==> src/rtl/s3_unpack.sv <==
// s3_unpack: streaming unpacker for ternary polynomials.
// Each input byte holds five trits (b = t0 + 3*t1 + 9*t2 + 27*t3 + 81*t4).
// The trits come out one per cycle, least-significant first, until N_TRITS
// coefficients have been produced.
module s3_unpack #(
  parameter int N_TRITS = 700,
  parameter int IDX_W   = 10
) (
  input  logic             clk,
  input  logic             rst,
  input  logic             start,
  input  logic             in_valid,
  input  logic [7:0]       in_byte,
  output logic             in_ready,
  output logic             out_valid,
  output logic [1:0]       out_trit,
  input  logic             out_ready,
  output logic [IDX_W-1:0] out_index,
  output logic             out_last,
  output logic             done,
  output logic             err
);

  typedef enum logic [1:0] {
    S_IDLE = 2'd0,
    S_LOAD = 2'd1,
    S_EMIT = 2'd2,
    S_DONE = 2'd3
  } state_t;

  // Index of the final coefficient of the polynomial.
  localparam logic [IDX_W-1:0] LAST_IDX = IDX_W'(N_TRITS - 1);

  // Bytes at or above 3^5 cannot come from five trits.
  localparam logic [7:0] BYTE_LIMIT = 8'd243;

  state_t           state_reg, state_next;
  logic [7:0]       r_reg, r_next;
  logic [2:0]       dig_reg, dig_next;
  logic [IDX_W-1:0] cnt_reg, cnt_next;
  logic             err_reg, err_next;

  // Divide-by-3 of the working remainder, one restoring step per bit,
  // MSB first. rem_chain[gi] is the running remainder entering the step
  // for bit (7 - gi); the remainder never exceeds 2, so each partial value
  // fits in 3 bits and at most one subtraction of 3 is needed per step.
  logic [1:0] rem_chain [0:8];
  logic [7:0] r_quot;
  logic [1:0] r_mod3;

  assign rem_chain[0] = 2'd0;

  genvar gi;
  generate
    for (gi = 0; gi < 8; gi++) begin : g_div3
      logic [2:0] partial;
      assign partial          = {rem_chain[gi], r_reg[7 - gi]};
      assign r_quot[7 - gi]   = (partial >= 3'd3);
      assign rem_chain[gi + 1] = (partial >= 3'd3) ? 2'(partial - 3'd3)
                                                   : partial[1:0];
    end
  endgenerate

  assign r_mod3 = rem_chain[8];

  logic at_last;
  logic take_trit;
  logic take_byte;

  assign at_last   = (cnt_reg == LAST_IDX);
  assign take_trit = (state_reg == S_EMIT) && out_ready;
  assign take_byte = (state_reg == S_LOAD) && in_valid;

  // Port outputs decode from the state only; data outputs are zero
  // whenever no trit is being presented.
  assign in_ready  = (state_reg == S_LOAD);
  assign out_valid = (state_reg == S_EMIT);
  assign out_trit  = out_valid ? r_mod3 : 2'd0;
  assign out_index = out_valid ? cnt_reg : '0;
  assign out_last  = out_valid && at_last;
  assign done      = (state_reg == S_DONE);
  assign err       = err_reg;

  // Next-state and datapath update; start overrides any handshake.
  always_comb begin
    state_next = state_reg;
    r_next     = r_reg;
    dig_next   = dig_reg;
    cnt_next   = cnt_reg;
    err_next   = err_reg;

    case (state_reg)
      S_IDLE: begin
        state_next = S_IDLE;
      end

      S_LOAD: begin
        if (take_byte) begin
          r_next     = in_byte;
          dig_next   = 3'd0;
          state_next = S_EMIT;
          if (in_byte >= BYTE_LIMIT) begin
            err_next = 1'b1;
          end
        end
      end

      S_EMIT: begin
        if (take_trit) begin
          r_next   = r_quot;
          dig_next = dig_reg + 3'd1;
          cnt_next = cnt_reg + IDX_W'(1);
          if (at_last) begin
            state_next = S_DONE;
            // Padding trits above the last coefficient must be zero.
            if (r_quot != 8'd0) begin
              err_next = 1'b1;
            end
          end else if (dig_reg == 3'd4) begin
            state_next = S_LOAD;
            dig_next   = 3'd0;
          end else begin
            state_next = S_EMIT;
          end
        end
      end

      S_DONE: begin
        state_next = S_DONE;
      end

      default: begin
        state_next = S_IDLE;
      end
    endcase

    if (start) begin
      state_next = S_LOAD;
      cnt_next   = '0;
      dig_next   = 3'd0;
      err_next   = 1'b0;
    end
  end

  // State and datapath registers with synchronous reset.
  always_ff @(posedge clk) begin
    if (rst) begin
      state_reg <= S_IDLE;
      r_reg     <= 8'd0;
      dig_reg   <= 3'd0;
      cnt_reg   <= '0;
      err_reg   <= 1'b0;
    end else begin
      state_reg <= state_next;
      r_reg     <= r_next;
      dig_reg   <= dig_next;
      cnt_reg   <= cnt_next;
      err_reg   <= err_next;
    end
  end

endmodule

==> config.mk <==
export PLATFORM = sky130hd
export DESIGN_NAME = s3_unpack
export DESIGN_NICKNAME = d
export VERILOG_FILES = /design/src/rtl/s3_unpack.sv
export SDC_FILE = /design/constraint.sdc
export NUM_CORES = 1
export LEC_CHECK = 0
export ABC_AREA = 1
export CAP_MARGIN = 10
export CORE_MARGIN = 1.5
export CORE_UTILIZATION = 53
export DETAILED_ROUTE_END_ITERATION = 16
export GPL_TIMING_DRIVEN = 0
export HOLD_SLACK_MARGIN = 0.12
export PLACE_DENSITY = 0.9
export SETUP_SLACK_MARGIN = 0.1
export SYNTH_ARGS = -nofsm -noshare
export SYNTH_HDL_FRONTEND = slang
export SYNTH_SLANG_ARGS = --single-unit
==> constraint.sdc <==
create_clock -name clk -period 7.3 [get_ports clk]
set_input_delay 1.825 -clock clk [delete_from_list [all_inputs] [get_ports clk]]
set_output_delay 1.825 -clock clk [all_outputs]
set_load 0.005 [all_outputs]
==> summary by stage, run 1 <==
Layout
The number of nets in the final layout is about 310. The library cell used most frequently in the layout, excluding fill and tap cells, is nand2_1. The diode insertion count for antenna repair is 0. The number of fillers in the final layout is 274.

The library cells used most frequently in the layout, excluding fill and tap cells, are 45 x nand2_1, 42 x inv_1, 28 x clkdlybuf4s50_1. From synthesis to final layout, the design area changed by 23.9%. The register with the most flip-flops in the layout has 10 of them.

The ratio of cells with drive above 1 in the final layout is 15.0%. The core utilization of the finished layout is between 60% and 70%.

Clocking
In this run, CTS created clock tree buffers numbering 3. TritonCTS built the clock tree. Clock-pin slew was measured on the worst setup and hold paths at 0.13 ns. The clock sink count is 24. The clock latency reported for the late side of the worst-skew pair is approximately 0.32 ns. The clock passes through at most 2 buffers.

The H-tree depth is 1. The master cell of the clock root buffer is clkbuf_4.

Timing
For the pin with the worst max-slew slack, the measured transition is approximately 0.6 ns. The hold violation count in the final report came to 0. The final clock skew is between 0.003 and 0.004 ns. The final-report max-slew violation count was 0.

Setup violations remaining at the end of the flow were counted as 0. The remaining max-slew budget at the tightest pin is about three fifths. The peak clock frequency supported by timing is 0.146 GHz.

The setup TNS is 0 ns. The post-route fraction of the period consumed by the critical path is between 90% and 100%. Setup repair after global routing left no endpoint under its margin. The final critical delay including setup and external delays is roughly 6.9 ns.

Place
Routability-driven placement finished with a final weighted congestion of 0.859. The detailed placer's ending HPWL is between 2 and 3 mm. Input and output buffers added on the ports amount to 28.

Power
IR analysis of the VDD net gives a maximum drop of roughly 0.00012 V. The power density of the placed cells is ~150 nW/µm². The static leakage power is around 0.86 nW.

Floorplan
During I/O placement, the number of pins put on the boundary was 30. The die is between 60 and 70 µm wide. After floorplanning, the core was divided into 20 placement rows.

The overall die height is around 60 µm. The area inside the core boundary is ~3000 µm². The die covers ~3600 µm². For this configuration, the core starts out at a cell density of between 50 and 60%.

Flow run
Across the run, the number of max-cap violations was 0.

Logic synthesis
During synthesis, Yosys emitted a total of 0 warnings. Summed over all instances, the cell type with the most area after synthesis is dfxtp_1. By area the synthesized netlist is led by dfxtp_1 28%, nand2_1 9.8%, inv_1 9.3%. Of the post-synthesis cell area, the dominant cell type holds 27.8%.

The part of the Yosys area used for sequential elements is between 20% and 30%. The synthesized area per cell is approximately 6.8 µm². In this run, synthesis produced a sequential element count of 24.

The cell count after synthesis came out at roughly 250. When the netlist entered floorplanning its net count stood at about 280. The number of distinct standard cells referenced by the synthesized netlist is 34.

The post-synth design cell area is between 1500 and 2000 µm².

Global route
The met1 routing resource usage after global routing is between 20% and 30%. For this run, global-route usage on met3 was measured as under 10%. met2 is the most crowded layer. For met2 alone, demand over resource in global routing was between 40% and 50%. The global-route wire length before repair is approximately 6.2 mm. The number of global-route vias before repair is approximately 1.5k. The number of antenna violations at the first check in global routing is 0.

The overall fraction of global-route tracks in use is roughly 22%. The largest net degree at the start of global routing is 13. Summed over all layers, the global routing overflow is 0.

Min path
The start point of the worst min-delay path is err$_SDFFE_PP0P_. For hold timing, the worst endpoint is err$_SDFFE_PP0P_. The kind of path behind the tightest hold check is reg2reg. The worst hold path passes through 2 cells.

Worst setup path
The highest cell delay on the worst timing path is roughly 0.5 ns. The maximum fanout along the worst path is 4. The standard cell with the maximum stage delay on the critical path is clkdlybuf4s50_1. At the worst endpoint, the required time is approximately 5.5 ns.

The cell repeated most along the worst path is nand2_1. The element type at the critical path end is a primary output. Across all register-to-register paths, the minimum setup slack is 3.10 ns.

The worst reg-to-reg path cell count is 38. For the worst setup path, the data arrival time is approximately 5.0 ns. The type of the setup path with the least slack is reg2out. The start of the worst register-to-register path is r_reg[6]$_SDFFE_PP0P_.

STA classifies the critical path startpoint as a flop. The endpoint of the lowest-slack register-to-register path is err$_SDFFE_PP0P_.

Route
The number of violations reported at the end of detailed-routing iteration 0 is 74. In the final routed layout, each cell accounts on average for roughly 12 µm. The per-cell via count in the routed design is just over 5. The number of remaining DRC errors is 0. The first detailed-routing pass ran for 4 iterations. The routed design has 3.88 mm of wire. The final route contains approximately 1.7k vias. In this run the remaining antenna-violating nets after routing total 0.

Run status
The flow ran to the end, and the final reports show no timing, DRC or antenna violations.
-- worst max path at each step --
stage,startpoint,endpoint,slack (ns),depth (start not counted)
final,r_reg[6]$_SDFFE_PP0P_,out_trit[1],0.43,37
after global routing,r_reg[6]$_SDFFE_PP0P_,out_trit[1],0.05,37
after CTS,r_reg[6]$_SDFFE_PP0P_,out_trit[0],0.17,37
after detailed placement,r_reg[6]$_SDFFE_PP0P_,out_trit[0],0.55,37
after global placement,r_reg[6]$_SDFFE_PP0P_,out_trit[0],0.71,37
after floorplan,r_reg[6]$_SDFFE_PP0P_,out_trit[1],1.44,34
-- metrics by stage --
| step | hold slack [ns] | worst slack [ns] | total power [mW] | cell area (µm²) | instances |
|---|---|---|---|---|---|
| global route | 0.506 | 0.0523 | 0.341 | 2140 | 331 |
| detailed placement | 0.450 | 0.549 | 0.256 | 2070 | 325 |
| global placement | 0.440 | 0.706 | 0.252 | 2070 | 325 |
| floorplan | 0.447 | 1.44 | 0.230 | 1730 | 253 |
| finish | 0.464 | 0.431 | 0.320 | 2140 | 331 |
| CTS | 0.467 | 0.166 | 0.313 | 2090 | 328 |
-- cells by family after synthesis --
family	count (synthesis)	synth area share (%)
flip-flops	24	27.8
XOR/XNOR	1	0.506
AND/OR/NAND/NOR	120	35.8
adder cells (fa/ha/maj)	10	7.23
AO/OA/AOI/OAI	48	17.9
buffers and inverters	50	10.8
-- report_power, final --
group,total [mW],switching (mW),internal (mW)
registers,0.139,0.00439,0.135
logic,0.123,0.0704,0.0521
clock network,0.0589,0.0395,0.0194
-- cell usage after synthesis (all sizes together) --
library cell  instances
nand2                58
inv                  44
nor2                 26
a21oi                25
dfxtp                24
nand3                15
ha                   10
o21ai                 9
nor3                  7
nand4                 5
clkbuf                4
o211ai                4
o21bai                3
a211oi                2
a31oi                 2
and3                  2
clkinv                2
nand3b                2
nor4                  2
or2                   2
a211o                 1
a2bb2oi               1
and2                  1
o31ai                 1
xor2                  1
-- area by class of cell --
cell class	instances	area, µm²	area share, %
Multi-Input combinational cell	179	1090	51.0
Sequential cell	24	483	22.5
Timing Repair Buffer	31	303	14.1
Inverter	46	173	8.06
Tap cell	44	55.1	2.57
Clock buffer	3	22.5	1.05
Buffer	4	15.0	0.701
-- per-layer routing --
layer / vias to the layer above / wire length [µm] / part of all wire (%)
met5: - / 0 / 0
li1: 900 / - / -
met2: 35 / 1980 / 51
met3: 6 / 109 / 2.8
met4: 0 / 65 / 1.7
met1: 778 / 1730 / 45
-- worst max-delay path: cells and delay by family (launching register included) --
kind	cells	cell delay (ns)
simple gates	19	1.84
fa+ha+maj	6	1.08
buf+inv	9	1.00
compound gates	3	0.43
flops	1	0.36
-- repair_timing --
action	in CTS	in global routing
endpoints found under the hold margin	0	0
buffers inserted	0	3
resized for setup	0	8
hold buffers	0	0
endpoints found under the setup margin	0	2
(Power assumes the default switching activity.)
==> inputs of run 2 (changes only) <==
--- a/config.mk
+++ b/config.mk
@@ -9,4 +9,6 @@
 export CAP_MARGIN = 10
-export CORE_MARGIN = 1.5
-export CORE_UTILIZATION = 53
+export CELL_PAD_IN_SITES_DETAIL_PLACEMENT = 1
+export CELL_PAD_IN_SITES_GLOBAL_PLACEMENT = 2
+export CORE_MARGIN = 8
+export CORE_UTILIZATION = 29
 export DETAILED_ROUTE_END_ITERATION = 16
==> constraint.sdc (replaced) <==
create_clock -name clk -period 7.3 [get_ports clk]
set_input_delay 1.46 -clock clk [delete_from_list [all_inputs] [get_ports clk]]
set_output_delay 1.46 -clock clk [all_outputs]
set_load 0.005 [all_outputs]
==> summary by stage, run 2 (synthesis results as in run 1) <==
Worst setup path
The kind of start point of the critical path is a flop. The critical path in this run is classified as reg2out. The critical path data arrival time is 5.18 ns (+0.14 ns).

The element type at the critical path end is a primary output. The start of the worst register-to-register path is r_reg[6]$_SDFFE_PP0P_. The maximum fanout along the worst path is 4 (unchanged). The endpoint of the lowest-slack register-to-register path is err$_SDFFE_PP0P_.

The data required time of the critical path came to 5.84 ns (+0.36 ns). The register-to-register path setup slack is 2.91 ns (-0.19 ns). The cell that appears most often on the critical path is nand2_1. The highest cell delay on the worst timing path is 0.50 ns (about the same). The worst reg-to-reg path cell count is 38 (unchanged).

The standard cell with the maximum stage delay on the critical path is clkdlybuf4s50_1.

Clocking
The clock-pin slew on the worst setup and hold paths is 0.09 ns (-0.04 ns). The CTS tree is yes. The maximum count of clock buffers along a single path came to 2 (unchanged). The number of hold buffers added after cts is 0 (unchanged). The number of setup buffers added after CTS is 0 (unchanged). The cell sitting at the root of the clock tree is a clkbuf_8. The clock latency reported for the late side of the worst-skew pair is 0.27 ns (-0.05 ns). The count of cells resized by post-cts repair came to 0 (unchanged).

The CTS buffer count was 3 (unchanged). The H-tree depth was 1 (unchanged). The clock sink count is 24 (unchanged).

Layout
The core utilization of the finished layout is 37.0% (-33 points). The library cells used most frequently in the layout, excluding fill and tap cells, are 45 x nand2_1, 42 x inv_1, 28 x clkdlybuf4s50_1. The diode insertion count for antenna repair is 0 (unchanged). The number of nets in the final layout came to 309 (-0.96%). The commonest non-fill, non-tap cell in the layout is nand2_1. The final cell count without fillers is 360 (+8.8%). The number of flip-flops under the largest register name is 10 (unchanged).

The area growth from synthesis to layout is 25.2%. The ratio of cells with drive above 1 in the final layout was 13.3% (-1.6 points).

Place
The number of port buffers is 28 (unchanged). The placer congestion estimate is 0.784 (-8.7%). The cell count after placement is 356 (+9.5%). The detailed placer's ending HPWL was 3.82 mm (+29%).

Route
The final antenna-violating net count is 0 (unchanged). The mean routed wirelength per cell is 13.0 µm (+11%). The number of remaining DRC errors is 0 (unchanged). The final wirelength is 4.67 mm (+20%). The number of iterations in the first detailed-routing pass was 4 (unchanged).

The total vias in the final route is 1698 (-1.2%). The number of violations reported at the end of detailed-routing iteration 0 was 39 (-47%). The per-cell via count in the routed design is 4.72 (-9.2%).

Global route
The overall fraction of global-route tracks in use came to 11.1% (-11 points). The number of antenna violations at the first check in global routing is 0 (unchanged). The number of global-route vias before repair was 1801 (+18%).

The largest net degree at the start of global routing is 14 (+1). The global-route wire length before repair is 8.05 mm (+30%). The aggregate global routing overflow was 0 (unchanged).

Floorplan
The area of the die is 8690 µm² (+140%). The number of core rows is 28 (+40%). The total I/O pin count is 30 (unchanged). The width of the die is 93.2 µm (+55%). The overall die height is 93.2 µm (+55%). The area inside the core boundary is 5850 µm² (+90%).

The initial standard-cell utilization of the core came to 29.6% (-27 points).

Timing
The hold violation count in the final report is 0 (unchanged). The setup-violating endpoint count in the final report is 0 (unchanged). The final clock skew is 0.00607 ns (+0.00263 ns). The final critical delay including setup and external delays is 6.64 ns (-0.230 ns). The setup TNS is 0 ns (unchanged).

The post-route worst hold slack is 0.451 ns (-0.0127 ns). The final-report max-slew violation count is 0 (unchanged). Setup repair after global routing left no endpoint under its margin. The actual slew at the worst max-slew pin is 0.676 ns (+0.0760 ns).

The post-route fraction of the period consumed by the critical path is 90.9% (-3.2 points). The remaining max-slew budget at the tightest pin came to 54.8% (-5.1 points). The peak clock frequency supported by timing is 0.151 GHz (+3.5%).

Flow run
The max-cap violation count is 0 (unchanged).

Min path
The instance count along the most critical hold path is 2 (unchanged). The start point of the worst min-delay path is err$_SDFFE_PP0P_. The min-delay analysis places its worst path in the category reg2reg. The worst hold path terminates at err$_SDFFE_PP0P_.

Power
The power after layout came to 350 µW (+9.2%). The maximum vdd drop was 0.0000644 V (-47%). The static leakage power came to 0.867 nW (+0.70%). The power density of the placed cells is 162 nW/µm² (+8.1%).

Run status
The run finished with clean final reports.
[run 2: how the worst max path moves through the flow]
stage               cells after the start  slack, ns                  start          end
finish                                 37       0.66  r_reg[6]$_SDFFE_PP0P_  out_trit[0]
global route                           37       0.17  r_reg[6]$_SDFFE_PP0P_  out_trit[1]
CTS                                    37       0.46  r_reg[6]$_SDFFE_PP0P_  out_trit[0]
detailed placement                     37       0.80  r_reg[6]$_SDFFE_PP0P_  out_trit[0]
global placement                       37       0.96  r_reg[6]$_SDFFE_PP0P_  out_trit[0]
floorplan                              34       1.81  r_reg[6]$_SDFFE_PP0P_  out_trit[1]
[run 2: critical path, delay by kind of cell, from the launching register on]
family                     cells  cell delay, ns
adders and majority gates      6            1.15
and+or+nand+nor               19            1.89
buffers and inverters          9            1.05
DFF                            1            0.37
AOI/OAI and AO/OA              3            0.45
[run 2: area by class of cell]
cell class | instances | area [µm²]
fill | 749 | 3680
multi-input combinational | 179 | 1070
sequential | 24 | 482
timing repair buffer | 28 | 280
inverter | 46 | 173
tap | 75 | 93.8
clock buffer | 4 | 55.1
buffer | 4 | 15.0
[run 2: metrics by stage]
stage	area, µm²	setup slack [ns]
2_1_floorplan	1730	1.81
3_3_place_gp	2100	0.965
3_5_place_dp	2100	0.803
4_1_cts	2160	0.463
5_1_grt	2170	0.171
6_report	2170	0.661
[run 2: routing by layer]
metal | share of wire, % | wire length (µm) | global-route usage [%] | up-vias
li1 | - | - | - | 885
met1 | 48 | 2220 | 13.1 | 785
met2 | 49 | 2280 | 20.2 | 24
met3 | 2.9 | 137 | 1.52 | 4
met4 | 0.73 | 34 | 3.22 | 0
met5 | 0 | 0 | 0 | -
[run 2: where the power goes]
| group | switching, mW | internal (mW) | total (mW) |
|---|---|---|---|
| sequential | 0.00409 | 0.134 | 0.138 |
| combinational | 0.0719 | 0.0472 | 0.119 |
| clock | 0.0443 | 0.0482 | 0.0925 |
| total | 0.120 | 0.230 | 0.350 |
